### src/rtl/shift_seq8.sv
// Sequential front end for the 8-bit combinational barrel shifter: valid/ready
// command intake, registered operands, two-pass rotate-left and a held result.

module barrel_shifter8 (
    input  logic [7:0] din_i,
    input  logic [2:0] shamt_i,
    input  logic       lr_i,
    input  logic       al_i,
    output logic [7:0] dout_o
);

    always_comb begin
        if (lr_i) begin
            dout_o = din_i << shamt_i;
        end else if (al_i) begin
            dout_o = 8'($signed(din_i) >>> shamt_i);
        end else begin
            dout_o = din_i >> shamt_i;
        end
    end

endmodule

module shift_seq8 (
    input  logic       clk,
    input  logic       rst_n,
    input  logic       in_valid,
    output logic       in_ready,
    input  logic [7:0] in_data,
    input  logic [2:0] in_shamt,
    input  logic [1:0] in_op,
    output logic       out_valid,
    input  logic       out_ready,
    output logic [7:0] out_data,
    output logic       out_zero,
    output logic       busy
);

    typedef enum logic [1:0] {
        IDLE  = 2'd0,
        PASS1 = 2'd1,
        PASS2 = 2'd2,
        HOLD  = 2'd3
    } state_e;

    typedef enum logic [1:0] {
        OP_SLL = 2'b00,
        OP_SRL = 2'b01,
        OP_SRA = 2'b10,
        OP_ROL = 2'b11
    } op_e;

    state_e     state_q;
    op_e        op_q;
    logic [7:0] data_q;
    logic [2:0] shamt_q;
    logic [7:0] res_q;
    logic [7:0] tmp_q;

    logic       sh_lr;
    logic       sh_al;
    logic [2:0] sh_amt;
    logic [7:0] sh_dout;

    // Rotate-left is a left pass followed by a right pass of (8 - n) mod 8.
    always_comb begin
        sh_lr  = 1'b1;
        sh_al  = 1'b0;
        sh_amt = shamt_q;
        if (state_q == PASS2) begin
            sh_lr  = 1'b0;
            sh_amt = 3'd0 - shamt_q;
        end else begin
            unique case (op_q)
                OP_SLL: sh_lr = 1'b1;
                OP_SRL: sh_lr = 1'b0;
                OP_SRA: begin
                    sh_lr = 1'b0;
                    sh_al = 1'b1;
                end
                OP_ROL: sh_lr = 1'b1;
            endcase
        end
    end

    barrel_shifter8 u_shifter (
        .din_i   (data_q),
        .shamt_i (sh_amt),
        .lr_i    (sh_lr),
        .al_i    (sh_al),
        .dout_o  (sh_dout)
    );

    // NOTE: every state register, including the operand and result registers,
    // is cleared by the async reset and updated with non-blocking assignments
    // so no stale result can surface after a reset.
    always_ff @(posedge clk or negedge rst_n) begin
        if (!rst_n) begin
            state_q <= IDLE;
            op_q    <= OP_SLL;
            data_q  <= 8'h00;
            shamt_q <= 3'd0;
            res_q   <= 8'h00;
            tmp_q   <= 8'h00;
        end else begin
            unique case (state_q)
                IDLE: begin
                    if (in_valid) begin
                        data_q  <= in_data;
                        shamt_q <= in_shamt;
                        op_q    <= op_e'(in_op);
                        state_q <= PASS1;
                    end
                end
                PASS1: begin
                    if (op_q != OP_ROL) begin
                        res_q   <= sh_dout;
                        state_q <= HOLD;
                    end else if (shamt_q == 3'd0) begin
                        res_q   <= data_q;
                        state_q <= HOLD;
                    end else begin
                        tmp_q   <= sh_dout;
                        state_q <= PASS2;
                    end
                end
                PASS2: begin
                    res_q   <= sh_dout | tmp_q;
                    state_q <= HOLD;
                end
                HOLD: begin
                    if (out_ready) begin
                        state_q <= IDLE;
                    end
                end
            endcase
        end
    end

    assign in_ready  = (state_q == IDLE);
    assign out_valid = (state_q == HOLD);
    assign busy      = (state_q != IDLE);
    assign out_data  = res_q;
    assign out_zero  = (res_q == 8'h00);

endmodule

### config.mk
export PLATFORM = sky130hd
export DESIGN_NAME = shift_seq8
export DESIGN_NICKNAME = d
export VERILOG_FILES = /design/src/rtl/shift_seq8.sv
export SDC_FILE = /design/constraint.sdc
export NUM_CORES = 1
export LEC_CHECK = 0
export ABC_AREA = 1
export ABC_CLOCK_PERIOD_IN_PS = 3700
export CORE_AREA = 4 4 67 69
export DETAILED_ROUTE_END_ITERATION = 10
export DIE_AREA = 0 0 71 73
export MAX_ROUTING_LAYER = met4
export PLACE_DENSITY = 0.79
export REMOVE_ABC_BUFFERS = 1
export SETUP_SLACK_MARGIN = 0.3
export SLEW_MARGIN = 20
export SYNTH_ARGS = -nofsm -noshare
export SYNTH_HDL_FRONTEND = slang
export SYNTH_SLANG_ARGS = --single-unit
### constraint.sdc
create_clock -name clk -period 3.7 [get_ports clk]
set_clock_uncertainty 0.2 [all_clocks]
set_input_delay 0.74 -clock clk [delete_from_list [all_inputs] [get_ports clk]]
set_output_delay 0.74 -clock clk [all_outputs]
set_load 0.02 [all_outputs]
; ---- Yosys cells after proc, flatten, opt, wreduce, memory -nomap -nowiden
; Cells that the tools add are included.
[op_classes]
n_shift = 3
mux = 15
n_eq_ne = 10
reduce_logical = 12
addsub = 1
bitwise = 3
[op_table]
columns = op, n
row1 = 2-to-1 mux 8 bit, 4
row2 = case mux 8 bit (2 select lines), 1
row3 = "equality test 2 bit, second input constant", 4
row4 = zero test 8 bit, 1
row5 = OR 8 bit, 1
row6 = case mux 2 bit (4 select lines), 1
row7 = << shifter 8 x 3 -> 8 bit, 1
row8 = >> shifter 8 x 3 -> 8 bit, 1
row9 = >>> shifter 8 x 3 -> 8 bit, 1
row10 = AND reduction 2 bit, 3
row11 = 2-to-1 mux 1 bit, 5
row12 = "equality test 2 x 1 -> 1 bit, second input constant", 2
row13 = zero test 2 bit, 2
row14 = 2-to-1 mux 2 bit, 2
row15 = "inequality test 2 bit, second input constant", 2
row16 = nonzero test 2 bit, 2
row17 = OR reduction 2 bit, 2
row18 = zero test 3 bit, 1
row19 = 2-to-1 mux 3 bit, 1
row20 = "inequality test 3 bit, second input constant", 1
row21 = AND reduction 3 bit, 1
row22 = "subtractor 1 x 3 -> 3 bit, first input constant", 1
row23 = "inequality test 2 x 1 -> 1 bit, second input constant", 1
row24 = inverter 1 bit, 2
row25 = case mux 1 bit (2 select lines), 1
[word_totals]
inputBits = 17
register_bits = 31
output_inout_bits = 12

; ---- Logic depth before layout (Yosys ltp)
[depth]
word_depth = 7
ltp_mapped = 15
mapped_depth_nobuf = 15

; ---- By module
; From an unflattened synthesis, not the netlist that was laid out.
[unflattened]
cells_unflattened = 339
area_unflattened_um2 = 2245.9
[by_module_without_submodules]
columns = module, area_each_um2, instances, cells_per_inst
row1 = shift_seq8, 1689.1, 1, 216
row2 = barrel_shifter8, 556.8, 1, 123

; ---- Worst setup path before layout
; OpenSTA, ideal clock, no wires.
[synth_path]
path_type = reg2out
from = register res_q[5], in the netlist out_data[5]
to = output out_zero
arrival_time_ns = 1.253
setup_slack_ns = 1.507
path_stages_with_launch = 4
cell_sequence = dfrtp_1 -> nor4_1 -> nand2_1 -> nor3_1
[synth_between]
elab_chain_cells = 1
[synth_lines]
columns = item, line
row1 = from (decl), 57  ; logic [7:0] res_q;
row2 = from (signal assigned), 117  ; res_q <= sh_dout;
row3 = from (signal assigned), 120  ; res_q <= data_q;
row4 = from (signal assigned), 128  ; res_q <= sh_dout | tmp_q;
row5 = zero test 8 bit, 144  ; assign out_zero = (res_q == 8'h00);
row6 = to (decl), 35  ; output logic out_zero,
; No other way between the ends.

; ---- Final worst setup path
; Ends and elaborated chain as after synthesis.

==> results.json <==
{
  "synth_top_area_share_pct": 34.58,
  "overflow": 0,
  "initial_core_util_pct": 57.32,
  "vias_per_cell": 5.287,
  "synth.distinct_cells": 29,
  "drt_first_pass_iters": 5,
  "synth_seq_cells": 31,
  "nNetsFinal": 381,
  "globalplace.congestion": 0.9391,
  "grt_pass1_vias": 1970,
  "yosysMostFrequentCell": "nand2_1",
  "area_growth_syn_to_layout_pct": 17.18,
  "hpwl_mm": 4.000,
  "yosys-top-cells-count": "nand2_1, nand3_1, dfrtp_1, inv_1, nor2_1",
  "yosysTopAreaCell": "dfrtp_1",
  "vias": 2152,
  "tns_ps": 0,
  "core-area_sq_um": 3914,
  "syn_avg_cell_area_sq_um": 6.819,
  "multi_input_area_sq_um": 1254,
  "path_clk_slew_ps": 60,
  "timing.max_cap.violations": 0,
  "rsz0062_at_grt": "no",
  "num_rows": 23,
  "synth_area_sq_um": 2243,
  "hold_viol": 0,
  "port_buffers": 28,
  "cts_buffer_depth": 2,
  "maxSlewHeadroom_pct": 53.18,
  "h-tree-depth": 2,
  "die_w_microns": 71,
  "grt_max_degree": 32,
  "setup.worst_path.start_class": "flop",
  "final_max_slew_viol_count": 0,
  "period_share_pct": 76.17,
  "yosysSeqAreaShare_pct": 34.58,
  "required_ps": 2760,
  "cts_tree": "yes",
  "io_pins": 29,
  "antenna_found_initial": 0,
  "drt_iter0_drc": 161,
  "postCtsHoldBufs": 0,
  "cts_setup_buffers": 0,
  "syn_inst": 329,
  "grt_pass1_wl_mm": 8.976,
  "clkLatencyLatePin_ps": 290,
  "setup_viol": 0,
  "layout-drive-gt1-share_pct": 10.64,
  "cts.sinks": 31,
  "antenna_cells": 0,
  "synthTopCellsByArea": "dfrtp_1, nand2_1, nand3_1",
  "ctsResizeCount": 0,
  "cts_made_buffers": 5,
  "critPathArrivalTime_ps": 1880,
  "post_drt_wl_per_cell_microns": 12.94,
  "nFillCells": 385,
  "reg2reg_slack_ps": 1030,
  "synth_edf_count": 0,
  "die-area_sq_um": 5183,
  "clock-root-buffer": "clkbuf_8",
  "die_h_microns": 73,
  "yosysWarnings": 0,
  "ys.flop_type": "dfrtp_1",
  "hold_class": "flop to flop",
  "cp-end-kind": "primary output",
  "drc": 0,
  "antenna_left": 0,
  "grt_usage_pct": 22.92,
  "ff_latch_area_sq_um": 775.7,
  "async_flop_share_pct": 100.0,
  "fmax_mhz": 354.8,
  "finalCriticalPeriod_ps": 2818,
  "routed_wl_mm": 5.268,
  "crit_fanout": 3,
  "tightestPinTransition_ps": 700.6,
  "status": "completed",
  "path_class": "flop to primary output"
}
==> worst paths after layout <==
check / from / endpoint / depth (start not counted)
max in group asynchronous: rst_n / data_q[1] / 2
setup reg to reg: shamt_q[0] / out_data[4] / 13
hold reg to reg: tmp_q[0] / tmp_q[0] / 2
hold / removal: tmp_q[0] / tmp_q[0] / 2
setup / recovery: out_data[5] / out_zero / 4
min in group asynchronous: rst_n / shamt_q[2] / 2
==> placed cells by master (no fill, tap or decap), drive strengths merged <==
cell type | synthesis | final
clkdlybuf4s50 | 0 | 28
clkinv | 0 | 1
nor3 | 2 | 2
nand2 | 136 | 136
buf | 8 | 2
o21ai | 16 | 16
nor4 | 1 | 1
o211ai | 3 | 3
a21oi | 23 | 23
bufinv | 0 | 1
clkbuf | 2 | 6
o22ai | 1 | 1
dfrtp | 31 | 31
mux2 | 3 | 3
nor2 | 29 | 29
ha | 8 | 8
nand3 | 33 | 33
inv | 33 | 33
==> per-stage QoR <==
| stage | hold slack [ps] | utilization, % | setup WS, ps | cells | instance area, sq um |
|---|---|---|---|---|---|
| floorplan | 244.4 | - | 1384 | 319 | 2153 |
| global placement | 272.3 | 64.16 | 1031 | 399 | 2511 |
| detailed placement | 279.1 | 64.16 | 1066 | 399 | 2511 |
| CTS | 301.0 | 67.17 | 838.6 | 407 | 2629 |
| global route | 319.8 | 67.17 | 708.5 | 407 | 2629 |
| finish | 297.3 | 67.17 | 881.6 | 407 | 2629 |
==> layer usage <==
metal  up-vias  part of all wire (%)  GRT usage [%]
met5         -                     0              -
li1       1101                     -              -
met3        14                   7.0          5.372
met4         0                   2.3          8.351
met2        78                    46          37.38
met1       959                    44          27.85
==> worst max-delay path: stages (launching register included) <==
cell and delay, ps:
dfrtp_1 400, nor4_1 350, nand2_1 90, nor3_1 140
clkdlybuf4s50_1 620
==> cell type report <==
type,count,share of cell area [%]
Clock buffer,6,3.141
Clock inverter,2,1.333
Inverter,33,4.712
Multi-Input combinational cell,255,47.69
Sequential cell,31,29.51
Tap cell,50,2.380
Timing Repair Buffer,30,11.23
==> registers in the layout, indices dropped and copies added, names as in the netlist <==
signal and flops:
data_q 8, op_q 2, out_data 8, shamt_q 3, state_q 2, tmp_q 8
==> cell families (layout without fill, tap and decap cells) <==
group                      after synthesis  count (layout)  share of synthesized area (%)
muxes                                    3               3                          1.506
buffers and inverters                   43              71                          9.537
DFF                                     31              31                          34.58
AOI/OAI and AO/OA                       43              43                          11.49
and+or+nand+nor                        201             201                          38.43
adders and majority gates                8               8                          4.462
Power is left out: the tool's default activity adds up to more than one toggle a clock period on the data nets, which glitch-free logic cannot reach.
